### src/rtl/axi_st_d128_asym_link_ctrl_pkg.sv
// Shared types for the half-slave link bring-up sequencer.
package ll_link_ctrl_pkg;

  localparam int LL_TIMER_W = 16;

  typedef enum logic [2:0] {
    ST_IDLE       = 3'd0,
    ST_CFG        = 3'd1,
    ST_WAIT_PHY   = 3'd2,
    ST_SETTLE     = 3'd3,
    ST_WAIT_ALIGN = 3'd4,
    ST_TX_ON      = 3'd5,
    ST_UP         = 3'd6,
    ST_ERR        = 3'd7
  } link_state_e;

  typedef struct packed {
    logic       gen2;
    logic [7:0] dx;
    logic [7:0] dxz;
    logic [7:0] dyz;
  } link_cfg_t;

endpackage

### src/rtl/axi_st_d128_asym_link_ctrl_timer.sv
// Clear/enable saturating up-counter with a compare-to-limit flag.
module ll_link_timer
  import ll_link_ctrl_pkg::*;
#(
  parameter int W = LL_TIMER_W
) (
  input  logic         clk_i,
  input  logic         rst_ni,
  input  logic         clr_i,
  input  logic         en_i,
  input  logic [W-1:0] limit_i,
  output logic         sat_o,
  output logic         hit_o
);

  logic [W-1:0] cnt_q, cnt_d;

  assign sat_o = &cnt_q;
  assign hit_o = (cnt_q == limit_i);

  always_comb begin
    cnt_d = cnt_q;
    if (clr_i)              cnt_d = '0;
    else if (en_i && !sat_o) cnt_d = cnt_q + 1'b1;
  end

  always_ff @(posedge clk_i) begin
    if (!rst_ni) cnt_q <= '0;
    else         cnt_q <= cnt_d;
  end

endmodule

### src/rtl/axi_st_d128_asym_link_ctrl.sv
// Bring-up / recovery sequencer: PHY ready, settle, alignment, TX then RX online.
module axi_st_d128_asym_link_ctrl
  import ll_link_ctrl_pkg::*;
#(
  parameter logic [15:0] TIMEOUT_CYC    = 16'd1024,
  parameter logic [7:0]  SETTLE_CYC     = 8'd16,
  parameter logic [3:0]  MAX_RETRY      = 4'd3,
  parameter logic        ALIGN_REQUIRED = 1'b1
) (
  input  logic       clk_wr,
  input  logic       rst_wr_n,
  input  logic       link_enable,
  input  logic       phy_tx_ready,
  input  logic       phy_rx_ready,
  input  logic       align_done,
  input  logic       cfg_gen2_mode,
  input  logic [7:0] cfg_delay_x,
  input  logic [7:0] cfg_delay_xz,
  input  logic [7:0] cfg_delay_yz,
  output logic       tx_online,
  output logic       rx_online,
  output logic       m_gen2_mode,
  output logic [7:0] delay_x_value,
  output logic [7:0] delay_xz_value,
  output logic [7:0] delay_yz_value,
  output logic       link_up,
  output logic       link_err,
  output logic [3:0] retry_cnt,
  output logic [2:0] ctrl_state
);

  link_state_e           state_q, state_d;
  logic [3:0]            retry_q, retry_d;
  link_cfg_t             cfg_q;
  logic [LL_TIMER_W-1:0] tmr_lim;
  logic                  tmr_hit, tmr_sat, tmr_clr, tmr_en, tmr_done;
  logic                  both_rdy, retry_evt;

  assign both_rdy = phy_tx_ready & phy_rx_ready;
  assign tmr_done = tmr_hit | tmr_sat;
  assign tmr_en   = state_q inside {ST_WAIT_PHY, ST_SETTLE, ST_WAIT_ALIGN};
  // One timer serves both the settle window and the timeout window.
  assign tmr_lim  = (state_q == ST_SETTLE) ? LL_TIMER_W'(SETTLE_CYC) - LL_TIMER_W'(1)
                                           : TIMEOUT_CYC - 16'd1;

  always_comb begin
    state_d   = state_q;
    retry_evt = 1'b0;
    case (state_q)
      ST_IDLE:       if (link_enable) state_d = ST_CFG;
      ST_CFG:        state_d = ST_WAIT_PHY;
      ST_WAIT_PHY: begin
        if (both_rdy)      state_d   = ST_SETTLE;
        else if (tmr_done) retry_evt = 1'b1;
      end
      ST_SETTLE: begin
        if (!both_rdy)     state_d = ST_WAIT_PHY;
        else if (tmr_done) state_d = ALIGN_REQUIRED ? ST_WAIT_ALIGN : ST_TX_ON;
      end
      ST_WAIT_ALIGN: begin
        if (!both_rdy)       retry_evt = 1'b1;
        else if (align_done) state_d   = ST_TX_ON;
        else if (tmr_done)   retry_evt = 1'b1;
      end
      ST_TX_ON:      state_d = ST_UP;
      ST_UP:         if (!both_rdy || (ALIGN_REQUIRED && !align_done)) retry_evt = 1'b1;
      ST_ERR:        state_d = ST_ERR;
      default:       state_d = ST_IDLE;
    endcase
    if (retry_evt) state_d = (retry_q < MAX_RETRY) ? ST_WAIT_PHY : ST_ERR;
    if (!link_enable) state_d = ST_IDLE;
  end

  always_comb begin
    retry_d = retry_q;
    if (!link_enable || state_q == ST_CFG)
      retry_d = '0;
    else if (retry_evt && retry_q < MAX_RETRY && retry_q != 4'hF)
      retry_d = retry_q + 4'd1;
  end

  // A retry re-enters WAIT_PHY from WAIT_PHY, so it must restart the window too.
  assign tmr_clr = (state_d != state_q) | retry_evt;

  ll_link_timer #(.W(LL_TIMER_W)) u_timer (
    .clk_i   (clk_wr),
    .rst_ni  (rst_wr_n),
    .clr_i   (tmr_clr),
    .en_i    (tmr_en),
    .limit_i (tmr_lim),
    .sat_o   (tmr_sat),
    .hit_o   (tmr_hit)
  );

  always_ff @(posedge clk_wr) begin
    if (!rst_wr_n) begin
      state_q <= ST_IDLE;
      retry_q <= '0;
      cfg_q   <= '0;
    end else begin
      state_q <= state_d;
      retry_q <= retry_d;
      if (state_q == ST_CFG)
        cfg_q <= '{gen2: cfg_gen2_mode, dx: cfg_delay_x, dxz: cfg_delay_xz, dyz: cfg_delay_yz};
    end
  end

  assign tx_online      = (state_q == ST_TX_ON) || (state_q == ST_UP);
  assign rx_online      = (state_q == ST_UP);
  assign link_up        = (state_q == ST_UP);
  assign link_err       = (state_q == ST_ERR);
  assign retry_cnt      = retry_q;
  assign ctrl_state     = state_q;
  assign m_gen2_mode    = cfg_q.gen2;
  assign delay_x_value  = cfg_q.dx;
  assign delay_xz_value = cfg_q.dxz;
  assign delay_yz_value = cfg_q.dyz;

endmodule
### config.mk
export PLATFORM = sky130hd
export DESIGN_NAME = axi_st_d128_asym_link_ctrl
export DESIGN_NICKNAME = d
export VERILOG_FILES = /design/src/rtl/axi_st_d128_asym_link_ctrl_pkg.sv /design/src/rtl/axi_st_d128_asym_link_ctrl_timer.sv /design/src/rtl/axi_st_d128_asym_link_ctrl.sv
export SDC_FILE = /design/constraint.sdc
export NUM_CORES = 1
export LEC_CHECK = 0
export ABC_AREA = 1
export CAP_MARGIN = 20
export CORE_MARGIN = 2
export CORE_UTILIZATION = 40
export DETAILED_ROUTE_END_ITERATION = 16
export HOLD_SLACK_MARGIN = 0.15
export PLACE_DENSITY = 0.74
export SLEW_MARGIN = 20
export SYNTH_ARGS = -nofsm -noshare
export SYNTH_HDL_FRONTEND = slang
export SYNTH_SLANG_ARGS = --single-unit
### constraint.sdc
create_clock -name clk_wr -period 2.3 [get_ports clk_wr]
set_clock_uncertainty 0.05 [all_clocks]
set_input_delay 0.345 -clock clk_wr [delete_from_list [all_inputs] [get_ports clk_wr]]
set_output_delay 0.345 -clock clk_wr [all_outputs]
set_load 0.01 [all_outputs]
==> impl_metrics.prom <==
# TYPE chip_impl_metric gauge
chip_impl_info{name="rsz_0062_raised_after_global_routing",value="false"} 1
chip_impl_metric{name="timing.critical_path.required",unit="ns"} 1.90
chip_impl_metric{name="finalSetupViolCount",unit=""} 0
chip_impl_info{name="hold_path_startpoint",value="retry_cnt[2]"} 1
chip_impl_metric{name="vdd_drop_max",unit="mV"} 0.2996
chip_impl_metric{name="clock_tree.htree_level_count",unit=""} 2
chip_impl_metric{name="synthDominantCellAreaShare",unit="%"} 40.27
chip_impl_metric{name="grt_first_pass_wirelength",unit="um"} 8776
chip_impl_metric{name="synth.net_count",unit=""} 352
chip_impl_info{name="timing_worst_setup_path_type",value="reg2out"} 1
chip_impl_metric{name="wl_cell",unit="um"} 11.23
chip_impl_metric{name="drt-initial-drc-count",unit=""} 95
chip_impl_metric{name="path_max_fanout",unit=""} 9
chip_impl_info{name="cp_cell_instances",value="inv_2 > nor3_1 > clkdlybuf4s50_1"} 1
chip_impl_metric{name="detail_route.vias_per_cell",unit=""} 4.715
chip_impl_metric{name="clkLatencyLatePin",unit="ns"} 0.30
chip_impl_info{name="critPathCaptureType",value="primary output"} 1
chip_impl_metric{name="die_width",unit="um"} 81.24
chip_impl_metric{name="detailroute.via_count",unit=""} 2169
chip_impl_metric{name="synth_enable_flop_cells",unit=""} 0
chip_impl_metric{name="final_cells",unit=""} 460
chip_impl_metric{name="arrival_time_worst_endpoint",unit="ns"} 1.73
chip_impl_metric{name="place.gp.congestion",unit=""} 0.8440
chip_impl_info{name="synthTopCellsByArea",value="sky130_fd_sc_hd__dfxtp_1 (40%), sky130_fd_sc_hd__nor2_1 (13%), sky130_fd_sc_hd__o21ai_0 (5.9%), sky130_fd_sc_hd__nor2_4 (5.7%), sky130_fd_sc_hd__inv_1 (5.0%)"} 1
chip_impl_metric{name="final.hold.worst_slack",unit="ns"} 0.4033
chip_impl_metric{name="clock_sinks",unit=""} 48
chip_impl_metric{name="power_density",unit="nW/um^2"} 522.8
chip_impl_metric{name="dieArea",unit="um^2"} 6599
chip_impl_metric{name="cts_repair_resize_count",unit=""} 0
chip_impl_metric{name="synth_cell_types",unit=""} 30
chip_impl_info{name="cp_slowest_cell",value="sky130_fd_sc_hd__dfxtp_1"} 1
chip_impl_info{name="worst_setup_path_endpoint",value="tx_online"} 1
chip_impl_metric{name="area_of_all_sequential_standard_cells",unit="um^2"} 960.9
chip_impl_info{name="result_of_the_run",value="finished clean"} 1
chip_impl_metric{name="final_hold_viol_count",unit=""} 0
chip_impl_metric{name="async_reset_ff_share",unit="%"} 0
chip_impl_info{name="rr_endpoint",value="u_timer.cnt_q[1]"} 1
chip_impl_info{name="critPathLaunch",value="ctrl_state[2]"} 1
chip_impl_metric{name="post_synth_inst_count",unit=""} 319
chip_impl_metric{name="final_min_period_over_clock_period",unit="%"} 92.33
chip_impl_metric{name="pin_count_of_the_biggest_net_entering_global_routing",unit=""} 28
chip_impl_info{name="reg2reg_from",value="u_timer.cnt_q[0]"} 1
chip_impl_metric{name="fillers",unit=""} 551
chip_impl_metric{name="worstMarginPinSlew",unit="ns"} 0.4346
chip_impl_metric{name="min_delay_path_depth",unit=""} 2
chip_impl_metric{name="leakagePower",unit="nW"} 1.287
chip_impl_metric{name="cts.hold.buffers_added",unit=""} 0
chip_impl_metric{name="chipHeight",unit="um"} 81.24
chip_impl_info{name="cts_root_buf",value="sky130_fd_sc_hd__clkbuf_8"} 1
chip_impl_metric{name="detail_route.wirelength",unit="um"} 5165
chip_impl_metric{name="relSlewSlack",unit="%"} 70.80
chip_impl_metric{name="dp_hpwl",unit="um"} 3883
chip_impl_info{name="worst_setup_path_start_kind",value="flop"} 1
chip_impl_metric{name="slew_violations",unit=""} 0
chip_impl_metric{name="mappedNetlistArea",unit="um^2"} 2386
chip_impl_info{name="clock_tree_from_tritoncts",value="done"} 1
chip_impl_metric{name="post_route_cells_drive_above_1_share",unit="%"} 12.47
chip_impl_metric{name="placement_rows",unit=""} 28
chip_impl_metric{name="timing.final.crit_period",unit="ns"} 2.124
chip_impl_metric{name="initial_core_util",unit="%"} 40.78
chip_impl_metric{name="ys_seq_area_share",unit="%"} 40.27
chip_impl_metric{name="numPortBuffers",unit=""} 66
chip_impl_metric{name="synth-warning-count",unit=""} 0
chip_impl_info{name="ys_dominant_reg_cell",value="sky130_fd_sc_hd__dfxtp_1"} 1
chip_impl_metric{name="post-route-util",unit="%"} 54.92
chip_impl_metric{name="antenna_diode_instance_count",unit=""} 0
chip_impl_metric{name="numPlacedInstances",unit=""} 452
chip_impl_metric{name="summed_negative_setup_slack_over_all_endpoints",unit="ns"} 0
chip_impl_metric{name="yosys_register_bits",unit=""} 48
chip_impl_metric{name="area_growth",unit="%"} 34.66
chip_impl_metric{name="cts.reportedPaths.clkPinSlew",unit="ns"} 0.09
chip_impl_metric{name="postCtsSetupRepairBufs",unit=""} 0
chip_impl_info{name="largest_area_contributor_in_the_netlist",value="sky130_fd_sc_hd__dfxtp_1"} 1
chip_impl_metric{name="antenna_found_initial",unit=""} 0
chip_impl_metric{name="worst_path_largest_cell_delay",unit="ns"} 0.56
chip_impl_metric{name="max_cap_viol_count",unit=""} 0
chip_impl_metric{name="fin_nets",unit=""} 417
chip_impl_metric{name="design.portCount",unit=""} 67
chip_impl_metric{name="achievable-frequency",unit="MHz"} 470.9
chip_impl_metric{name="multi_input_comb_area",unit="um^2"} 1235
chip_impl_metric{name="cts_buffer_depth",unit=""} 2
chip_impl_metric{name="synth.avg_cell_area",unit="um^2"} 7.480
chip_impl_metric{name="tritoncts.num_buffers",unit=""} 5
chip_impl_metric{name="placeable_core_region",unit="um^2"} 5851
chip_impl_metric{name="detail_route.drc_violations",unit=""} 0
chip_impl_metric{name="grtUsageTotal",unit="%"} 16.79
chip_impl_metric{name="power",unit="mW"} 1.680
chip_impl_info{name="hold_path.class",value="reg2reg"} 1
chip_impl_metric{name="first_pass_iters",unit=""} 4
chip_impl_metric{name="overflow",unit=""} 0
chip_impl_metric{name="worst-r2r-setup-slack",unit="ns"} 0.25
chip_impl_metric{name="via_count_of_the_first_global_routing_pass",unit=""} 2075
chip_impl_metric{name="antenna_violating_nets_post_route",unit=""} 0
chip_impl_metric{name="rr_worst_depth",unit=""} 15
## stage by stage
stage	worst slack, ns	instance area (um^2)
6_report	0.1764	3213
5_1_grt	0.03169	3213
4_1_cts	0.1754	3213
3_5_place_dp	0.03359	3117
3_3_place_gp	0.09377	3117
2_1_floorplan	0.4057	2386
## registers in the layout, summed over array words and instances (netlist names)
name and cells:
u_timer.cnt_q 16, delay_x_value 8, delay_xz_value 8, delay_yz_value 8, retry_cnt 4, ctrl_state 3
m_gen2_mode 1
## power breakdown
part / internal (mW) / switching (mW) / total [mW]
clock network: 0.246 / 0.286 / 0.532
logic: 0.139 / 0.124 / 0.263
registers: 0.866 / 0.0194 / 0.885
## layout by cell type (no fill, tap or decap), types with 7 or more instances in the layout
master                            count
sky130_fd_sc_hd__inv_1               32
sky130_fd_sc_hd__nand2_2              9
sky130_fd_sc_hd__clkdlybuf4s50_1     66
sky130_fd_sc_hd__nor2_1              84
sky130_fd_sc_hd__nor2_4              12
sky130_fd_sc_hd__nand3_1             12
sky130_fd_sc_hd__nor3_1               7
sky130_fd_sc_hd__o21ai_0             28
sky130_fd_sc_hd__nand2_1             26
sky130_fd_sc_hd__xor2_1              10
sky130_fd_sc_hd__dfxtp_1             48
## worst min-delay path by stage
stage | to | slack (ns)
floorplan | retry_cnt[3] | 0.41
global placement | retry_cnt[3] | 0.39
CTS | retry_cnt[2] | 0.41
finish | retry_cnt[2] | 0.40
detailed placement | retry_cnt[2] | 0.39
global route | retry_cnt[2] | 0.45
## cells by family after synthesis
logic type,after synthesis,share of synthesized area (%)
adder cells (fa/ha/maj),2,1.049
flip-flops,48,40.27
multiplexers,3,1.311
AO/OA/AOI/OAI,36,7.918
AND/OR/NAND/NOR,169,35.76
buffers and inverters,46,8.181
XOR/XNOR,15,5.506
## layer usage
| metal | track usage (%) | vias up | wire [um] |
|---|---|---|---|
| met3 | 6.000 | 5 | 340 |
| met1 | 19.71 | 986 | 2325 |
| li1 | - | 1126 | - |
| met4 | 6.271 | 0 | 57 |
| met5 | 0 | - | 0 |
| met2 | 28.10 | 52 | 2442 |
## synthesized netlist by cell type (2+ instances only)
cell and instances:
sky130_fd_sc_hd__nor2_1 84, sky130_fd_sc_hd__a21oi_1 4, sky130_fd_sc_hd__inv_1 32, sky130_fd_sc_hd__nand2_2 9
sky130_fd_sc_hd__nand3_2 3, sky130_fd_sc_hd__nor3_1 8, sky130_fd_sc_hd__nand2_4 3, sky130_fd_sc_hd__nand3_1 12
sky130_fd_sc_hd__xnor2_1 5, sky130_fd_sc_hd__dfxtp_1 48, sky130_fd_sc_hd__mux2i_1 2, sky130_fd_sc_hd__nor4_1 3
sky130_fd_sc_hd__clkbuf_1 7, sky130_fd_sc_hd__ha_1 2, sky130_fd_sc_hd__xor2_1 10, sky130_fd_sc_hd__o21ai_0 28
sky130_fd_sc_hd__nand2_1 26, sky130_fd_sc_hd__inv_2 3, sky130_fd_sc_hd__nand4_1 5, sky130_fd_sc_hd__nor2_4 12
sky130_fd_sc_hd__clkbuf_2 2, sky130_fd_sc_hd__nor2_2 3
## area by class of cell
cell class	instances	area share, %
Clock buffer	6	2.570
Multi-Input combinational cell	225	38.43
Tap cell	75	2.921
Sequential cell	48	29.91
Clock inverter	2	0.4283
Inverter	35	4.089
Timing Repair Buffer	69	21.65
## worst max-delay path: cells and delay by family (launching register included)
family	cells	cell delay, ns
DFF	1	0.56
and+or+nand+nor	1	0.19
buffers and inverters	2	0.67
Note: power is estimated with default switching activity, not from simulation.
